File: config.mk
export PLATFORM = sky130hd
export DESIGN_NAME = pipe_chain
export DESIGN_NICKNAME = d
export VERILOG_FILES = /design/src/rtl/pipe_chain_pkg.sv /design/src/rtl/pipe_chain_stage.sv /design/src/rtl/pipe_chain.sv
export SDC_FILE = /design/constraint.sdc
export NUM_CORES = 1
export LEC_CHECK = 0
export ABC_AREA = 1
export CAP_MARGIN = 20
export CORE_ASPECT_RATIO = 1.5
export CORE_MARGIN = 2
export CORE_UTILIZATION = 46
export DETAILED_ROUTE_END_ITERATION = 16
export PLACE_DENSITY = 0.71
export SLEW_MARGIN = 20
export SYNTH_ARGS = -nofsm -noshare
export SYNTH_HDL_FRONTEND = slang
export SYNTH_SLANG_ARGS = --single-unit
export TNS_END_PERCENT = 30
File: constraint.sdc
create_clock -name clk -period 2.5 [get_ports clk]
set_input_delay 0.5 -clock clk [delete_from_list [all_inputs] [get_ports clk]]
set_output_delay 0.5 -clock clk [all_outputs]
set_load 0.03 [all_outputs]
File: src/rtl/pipe_chain_pkg.sv
// Shared types and helpers for the pipe_chain register chain.
package pipe_chain_pkg;

    typedef enum logic {
        MODE_STAGED = 1'b0,
        MODE_RIPPLE = 1'b1
    } mode_e;

    typedef enum logic [1:0] {
        ST_STAGED = 2'd0,
        ST_DRAIN  = 2'd1,
        ST_RIPPLE = 2'd2
    } state_e;

    function automatic int occ_w(input int depth);
        return $clog2(depth + 1);
    endfunction

endpackage

File: src/rtl/pipe_chain_stage.sv
// One chain stage: data register plus valid bit, loading either prev+INC or a direct value.
module pipe_stage #(
    parameter int WIDTH = 3,
    parameter int INC   = 1
) (
    input  logic             clk,
    input  logic             rstn,
    input  logic             en,
    input  logic             den,
    input  logic             sel_direct,
    input  logic             v_in,
    input  logic [WIDTH-1:0] d_prev,
    input  logic [WIDTH-1:0] d_direct,
    output logic             vld,
    output logic [WIDTH-1:0] data
);

    localparam logic [WIDTH-1:0] INC_W = WIDTH'(INC);

    always_ff @(posedge clk) begin
        if (!rstn) begin
            vld  <= 1'b0;
            data <= '0;
        end else begin
            if (en)
                vld <= v_in;
            if (den)
                data <= sel_direct ? d_direct : d_prev + INC_W;
        end
    end

endmodule

File: src/rtl/pipe_chain.sv
// Back-pressured register chain adding INC per stage; staged pipeline or single-cycle ripple.
module pipe_chain
    import pipe_chain_pkg::*;
#(
    parameter int WIDTH = 3,
    parameter int DEPTH = 5,
    parameter int INC   = 1
) (
    input  logic                     clk,
    input  logic                     rstn,
    input  logic                     mode,
    input  logic                     in_valid,
    output logic                     in_ready,
    input  logic [WIDTH-1:0]         in_data,
    output logic                     out_valid,
    input  logic                     out_ready,
    output logic [WIDTH-1:0]         out_data,
    output logic [DEPTH*WIDTH-1:0]   stage_data,
    output logic [occ_w(DEPTH)-1:0]  occupancy,
    output logic                     active_mode
);

    localparam int OCC_W = occ_w(DEPTH);

    state_e                          state;
    logic [DEPTH-1:0]                vld_pipe;
    logic [DEPTH-1:0][WIDTH-1:0]     stg;
    logic [DEPTH-1:0][WIDTH-1:0]     d_prev;
    logic [DEPTH-1:0][WIDTH-1:0]     d_dir;
    logic [DEPTH-1:0]                v_in;
    logic [DEPTH-1:0]                sel_dir;
    logic                            advance;
    logic                            accept;
    logic                            den;
    logic                            drained;

    // Same stall rule serves both modes: the tail is free or being taken.
    assign advance  = !vld_pipe[DEPTH-1] || out_ready;
    assign in_ready = rstn && advance && (mode == active_mode);
    assign accept   = in_valid && in_ready;
    assign den      = active_mode ? accept : advance;
    assign drained  = (vld_pipe == '0);

    assign out_valid  = vld_pipe[DEPTH-1];
    assign out_data   = stg[DEPTH-1];
    assign stage_data = stg;

    for (genvar k = 0; k < DEPTH; k++) begin : g_stage
        localparam logic [WIDTH-1:0] OFS = WIDTH'(k * INC);

        assign d_dir[k]   = active_mode ? in_data + OFS : in_data;
        assign sel_dir[k] = (k == 0) || active_mode;

        // In ripple mode only the tail valid bit carries the held word.
        if (k == 0) begin : g_head
            assign d_prev[k] = '0;
            assign v_in[k]   = active_mode ? 1'b0 : accept;
        end else if (k == DEPTH-1) begin : g_tail
            assign d_prev[k] = stg[k-1];
            assign v_in[k]   = active_mode ? accept : vld_pipe[k-1];
        end else begin : g_mid
            assign d_prev[k] = stg[k-1];
            assign v_in[k]   = active_mode ? 1'b0 : vld_pipe[k-1];
        end

        pipe_stage #(.WIDTH(WIDTH), .INC(INC)) u_stage (
            .clk        (clk),
            .rstn       (rstn),
            .en         (advance),
            .den        (den),
            .sel_direct (sel_dir[k]),
            .v_in       (v_in[k]),
            .d_prev     (d_prev[k]),
            .d_direct   (d_dir[k]),
            .vld        (vld_pipe[k]),
            .data       (stg[k])
        );
    end

    always_comb begin
        occupancy = '0;
        for (int k = 0; k < DEPTH; k++)
            occupancy = occupancy + OCC_W'(vld_pipe[k]);
    end

    always_ff @(posedge clk) begin
        if (!rstn) begin
            state       <= ST_STAGED;
            active_mode <= MODE_STAGED;
        end else begin
            case (state)
                ST_STAGED, ST_RIPPLE: begin
                    if (mode != active_mode) begin
                        if (drained) begin
                            active_mode <= mode;
                            state       <= mode ? ST_RIPPLE : ST_STAGED;
                        end else begin
                            state <= ST_DRAIN;
                        end
                    end
                end
                ST_DRAIN: begin
                    if (mode == active_mode) begin
                        state <= active_mode ? ST_RIPPLE : ST_STAGED;
                    end else if (drained) begin
                        active_mode <= mode;
                        state       <= mode ? ST_RIPPLE : ST_STAGED;
                    end
                end
                default: state <= ST_STAGED;
            endcase
        end
    end

endmodule
[Word-level counts from Yosys, hierarchy flattened]
Index checks and enable logic that the tools add are counted.
Operators by class
  add/subtract/negate cells: 12
  equality and inequality tests: 7
  multiplexer cells: 21
  reductions and logical operators: 11
Operators with widths (count)
  3-bit by 1-bit adder with 3-bit output, second input constant: 5
  2-bit 2-to-1 mux: 6
  3-bit 2-to-1 mux: 4
  1-bit 2-to-1 mux: 9
  3-bit by 1-bit adder with 3-bit output: 2
  3-bit by 2-bit adder with 3-bit output, second input constant: 2
  5-bit zero test: 1
  2-bit != test, second input constant: 2
  2-bit one-hot mux with 2 select lines: 1
  2-bit by 1-bit adder with 3-bit output: 1
  3-bit adder, second input constant: 1
  1-bit logical AND: 3
  3-bit != test, second input constant: 1
  3-bit AND reduction: 1
  1-bit by 1-bit adder with 2-bit output: 1
  2-bit by 1-bit equality test with 1-bit output, second input constant: 1
  2-bit equality test, second input constant: 1
  2-bit zero test: 1
  1-bit one-hot mux with 2 select lines: 1
  2-bit AND reduction: 1
  2-bit nonzero test: 1
  2-bit OR reduction: 1
  1-bit equality test: 1
  1-bit zero test: 1
  other kinds (2): 2
Storage, ports and cells
  flip-flop bits (word level): 23
  input port bits: 8
  output and inout port bits: 24
  logic and storage cells: 63

[Longest topological paths before layout]
  depth after elaboration: 6
  gate-level depth with buffers: 11
  depth with buffers taken out: 9

[Hierarchy]
From an unflattened synthesis, not the netlist that was laid out.
Unflattened totals
  cell total of the unflattened synthesis: 237
  area total of the unflattened synthesis: 1510.2 um^2
Modules (own cells, without submodules)
  pipe_stage: times used 5, cells each 32, area an instance 207.7 um^2, sequential area each 80.1 um^2
  pipe_chain: times used 1, cells each 77, area an instance 471.7 um^2, sequential area each 60.1 um^2

[Worst setup path before layout]
No wires, ideal clock.
  path kind: register to output
  start: register active_mode
  end: output port in_ready
  arrival time: 1.681 ns
  path slack: 0.319 ns
  stages on the path, launching flop included: 6
  path through: dfxtp_1 > inv_2 > buf_2 > ha_1 > nand2_2 > nor2_1
Between the ends
  longest elaborated chain between the ends: 2
Ends and longest elaborated chain
  start: declaration: RTL line pipe_chain.sv:20  | output logic active_mode
  start signal: assignment: RTL line pipe_chain.sv:95  | active_mode <= mode;
  start signal: assignment: RTL line pipe_chain.sv:106  | active_mode <= mode;
  1-bit equality test: RTL line pipe_chain.sv:39  | assign in_ready = rstn && advance && (mode == active_mode);
  1-bit logical AND: RTL line pipe_chain.sv:39
  end: declaration: RTL line pipe_chain.sv:13  | output logic in_ready,
Every way passes these cells.

[Final worst setup path]
  start: register g_stage[0].u_stage.vld
  end: output port occupancy[1]
Between the ends
  longest elaborated chain between the ends: 4
Ends and longest elaborated chain
  start: declaration: RTL line pipe_chain_stage.sv:14  | output logic vld,
  start signal: assignment: RTL line pipe_chain_stage.sv:26  | vld <= v_in;
  1-bit by 1-bit adder with 2-bit output: RTL line pipe_chain.sv:83  | occupancy = occupancy + OCC_W'(vld_pipe[k]);
  2-bit by 1-bit adder with 3-bit output: RTL line pipe_chain.sv:83
  3-bit by 1-bit adder with 3-bit output (2 in series): RTL line pipe_chain.sv:83
  end: declaration: RTL line pipe_chain.sv:19  | output logic [occ_w(DEPTH)-1:0] occupancy,
Every way passes these cells.

==> flow_summary.ini <==
[run_status]
outcome = complete, no violations

[critical_path]
max_stage_delay_ps = 490
end_kind = primary output
crit_path_frequent_cell = fa_1
path_depth = 4
cpLargestDelayFamily = adder cells
crit_required_ps = 2000
critPathKind = reg2out
slowest_stage = fa_1
r2r_cells = 9
start_kind = register
cp_max_fo = 2
critPathBufInv = 1
arrival_ps = 1920
crit_chain = fa_1, fa_1, ha_1, buf_4

[synthesis]
ys_warn_count = 0
avgSynthCellArea_um2 = 6.96
ys_seq_area_share_pct = 31.4
synthCells = 211
synth_area_um2 = 1470
synth_nets = 230
ys_ff_latch = 23
synth_cell_types = 22

[die]
die-area_um2 = 3670
core_area_um2 = 3100
rows = 25
fp.dieW_um = 50.1
io_pins = 32
start_util_pct = 47.4
die_y_um = 73.2

[placement]
place_ws_ps = 10.6
routabilityCongestion = 0.802
portBuffers = 31
dp_hpwl_um = 2250

[global_routing]
antenna_found_initial = 0
grt_pass1_vias = 1165
grt_max_degree = 20
grt_pass1_wl_um = 5000
grt_usage_pct = 17.8
grt_overflow = 0

[power_and_ir_drop]
power_density_nw_per_um2 = 1070
power_mw = 1.92
power_leakage_nw = 0.888
vdd_drop_max_mv = 0.578

[cts]
cts.hold.buffers_added = 0
clk_latency_ps = 270
clkTransAtPathRegs_ps = 90
clkSinkCount = 23
cts_made_buffers = 3
htreeDepth = 1
clock_path_buffers = 2
cts-root-buf = clkbuf_8
cts_tree = done
post_cts_buffers = 0
post_cts_resized = 3

[detailed_routing]
via_per_inst = 4.67
dr.pass1.iters = 4
via_count = 1307
drtIter0Drc = 21
detail-route-antenna-nets = 0
drcViolationCount = 0
wl_per_cell_um = 10.7
wl_um = 3000

[timing]
fin_worst_skew_ps = 0.887
fin_crit_sh_pct = 96.8
hold_violations = 0
worstMarginPinSlew_ps = 307
fin_ws_ps = 79.6
finalCriticalPeriod_ps = 2420
rsz0062_at_grt = no
finalSetupViolCount = 0
tns_ps = 0
slew_headroom_pct = 79.5
drv_slew = 0
max_freq_mhz = 413

[cells_and_area]
diodes = 0
drive_gt1_share_pct = 12.5
nets = 260
synthToLayoutAreaGrowth_pct = 22.8
fillers = 304

[worst_hold_path]
worstHoldPathType = reg2reg
hold_depth = 2

[flow_run]
maxCapViolCount = 0
registers in the layout (all words and copies together), names as in the netlist:
name	count
active_mode	1
g_stage.u_stage.data	15
g_stage.u_stage.vld	5
state	2
worst min-delay path, stage by stage, from the launching register on:
cell and delay (ps):
dfxtp_2 350, nand2_1 60, a21oi_1 60
metal layers:
metal | vias to the layer above | share of wire [%] | track usage [%]
met5 | - | 0 | 0
met4 | 0 | 3.5 | 11.1
met3 | 11 | 3.5 | 2.66
met2 | 33 | 52 | 31.4
met1 | 569 | 41 | 19.5
li1 | 694 | - | -
placed cells by master (no fill, tap or decap), types with 2 or more instances in the layout:
cell	netlist	routed
clkdlybuf4s50_1	0	27
inv_2	2	2
clkbuf_8	1	3
o21ai_0	9	9
inv_1	29	29
nand3_1	7	7
buf_4	3	7
a21oi_1	8	8
clkinv_2	1	2
fa_1	2	2
dfxtp_1	23	22
ha_1	9	9
nand2_4	3	3
nand3_2	9	9
nand2_1	57	57
nor2_1	37	37
Yosys cell counts:
cell type / number / area share [%]
nand2_1: 57 / 15
fa_1: 2 / 2.7
nand3_1: 7 / 2.4
inv_2: 2 / 0.51
nor2_1: 37 / 9.5
nand2_4: 3 / 2.3
nand3_2: 9 / 6.1
nand2_2: 1 / 0.43
nand3_4: 1 / 1.2
clkinv_2: 1 / 0.34
buf_2: 2 / 0.68
dfxtp_1: 23 / 31
clkbuf_8: 1 / 0.94
nand3b_1: 1 / 0.51
or2_1: 1 / 0.43
o21ai_0: 9 / 3.1
a21oi_1: 8 / 2.7
inv_1: 29 / 7.4
buf_6: 4 / 3.1
buf_4: 3 / 1.5
o21a_1: 1 / 0.51
ha_1: 9 / 7.7
through the flow:
step / utilization, % / cells / area (um2) / hold slack, ps
3_5_place_dp: 56.8 / 276 / 1760 / 491
5_1_grt: 58.2 / 280 / 1800 / 523
6_report: 58.2 / 280 / 1800 / 500
2_1_floorplan: - / 211 / 1470 / 475
3_3_place_gp: 56.8 / 276 / 1760 / 489
4_1_cts: 58.3 / 280 / 1810 / 503
kinds of logic after synthesis:
kind of cell / synth area share, %
compound gates: 6.31
fa+ha+maj: 10.4
buf+inv: 14.5
flops: 31.4
simple gates: 37.4
path summary, 6_finish.rpt:
path | start | end | slack [ps]
max reg2reg | active_mode | g_stage[4].u_stage.data[1] | 920
max | g_stage[0].u_stage.vld | occupancy[1] | 80
min reg2reg | g_stage[1].u_stage.vld | g_stage[1].u_stage.vld | 500
min | g_stage[1].u_stage.vld | g_stage[1].u_stage.vld | 500
area by class of cell:
type | instances | area, um2 | share of cell area (%)
clock buffer | 3 | 41.3 | 2.29
sequential | 23 | 462 | 25.6
timing repair buffer | 35 | 328 | 18.2
tap | 40 | 50.0 | 2.78
inverter | 32 | 121 | 6.74
clock inverter | 1 | 5.00 | 0.278
multi-input combinational | 146 | 795 | 44.1
where the power goes:
| group | switching (mW) | leakage [nW] | internal (mW) |
|---|---|---|---|
| clock network | 0.131 | 0.0255 | 0.112 |
| logic | 0.679 | 0.672 | 0.441 |
| registers | 0.0865 | 0.191 | 0.473 |
Note: power is estimated with default switching activity, not from simulation.
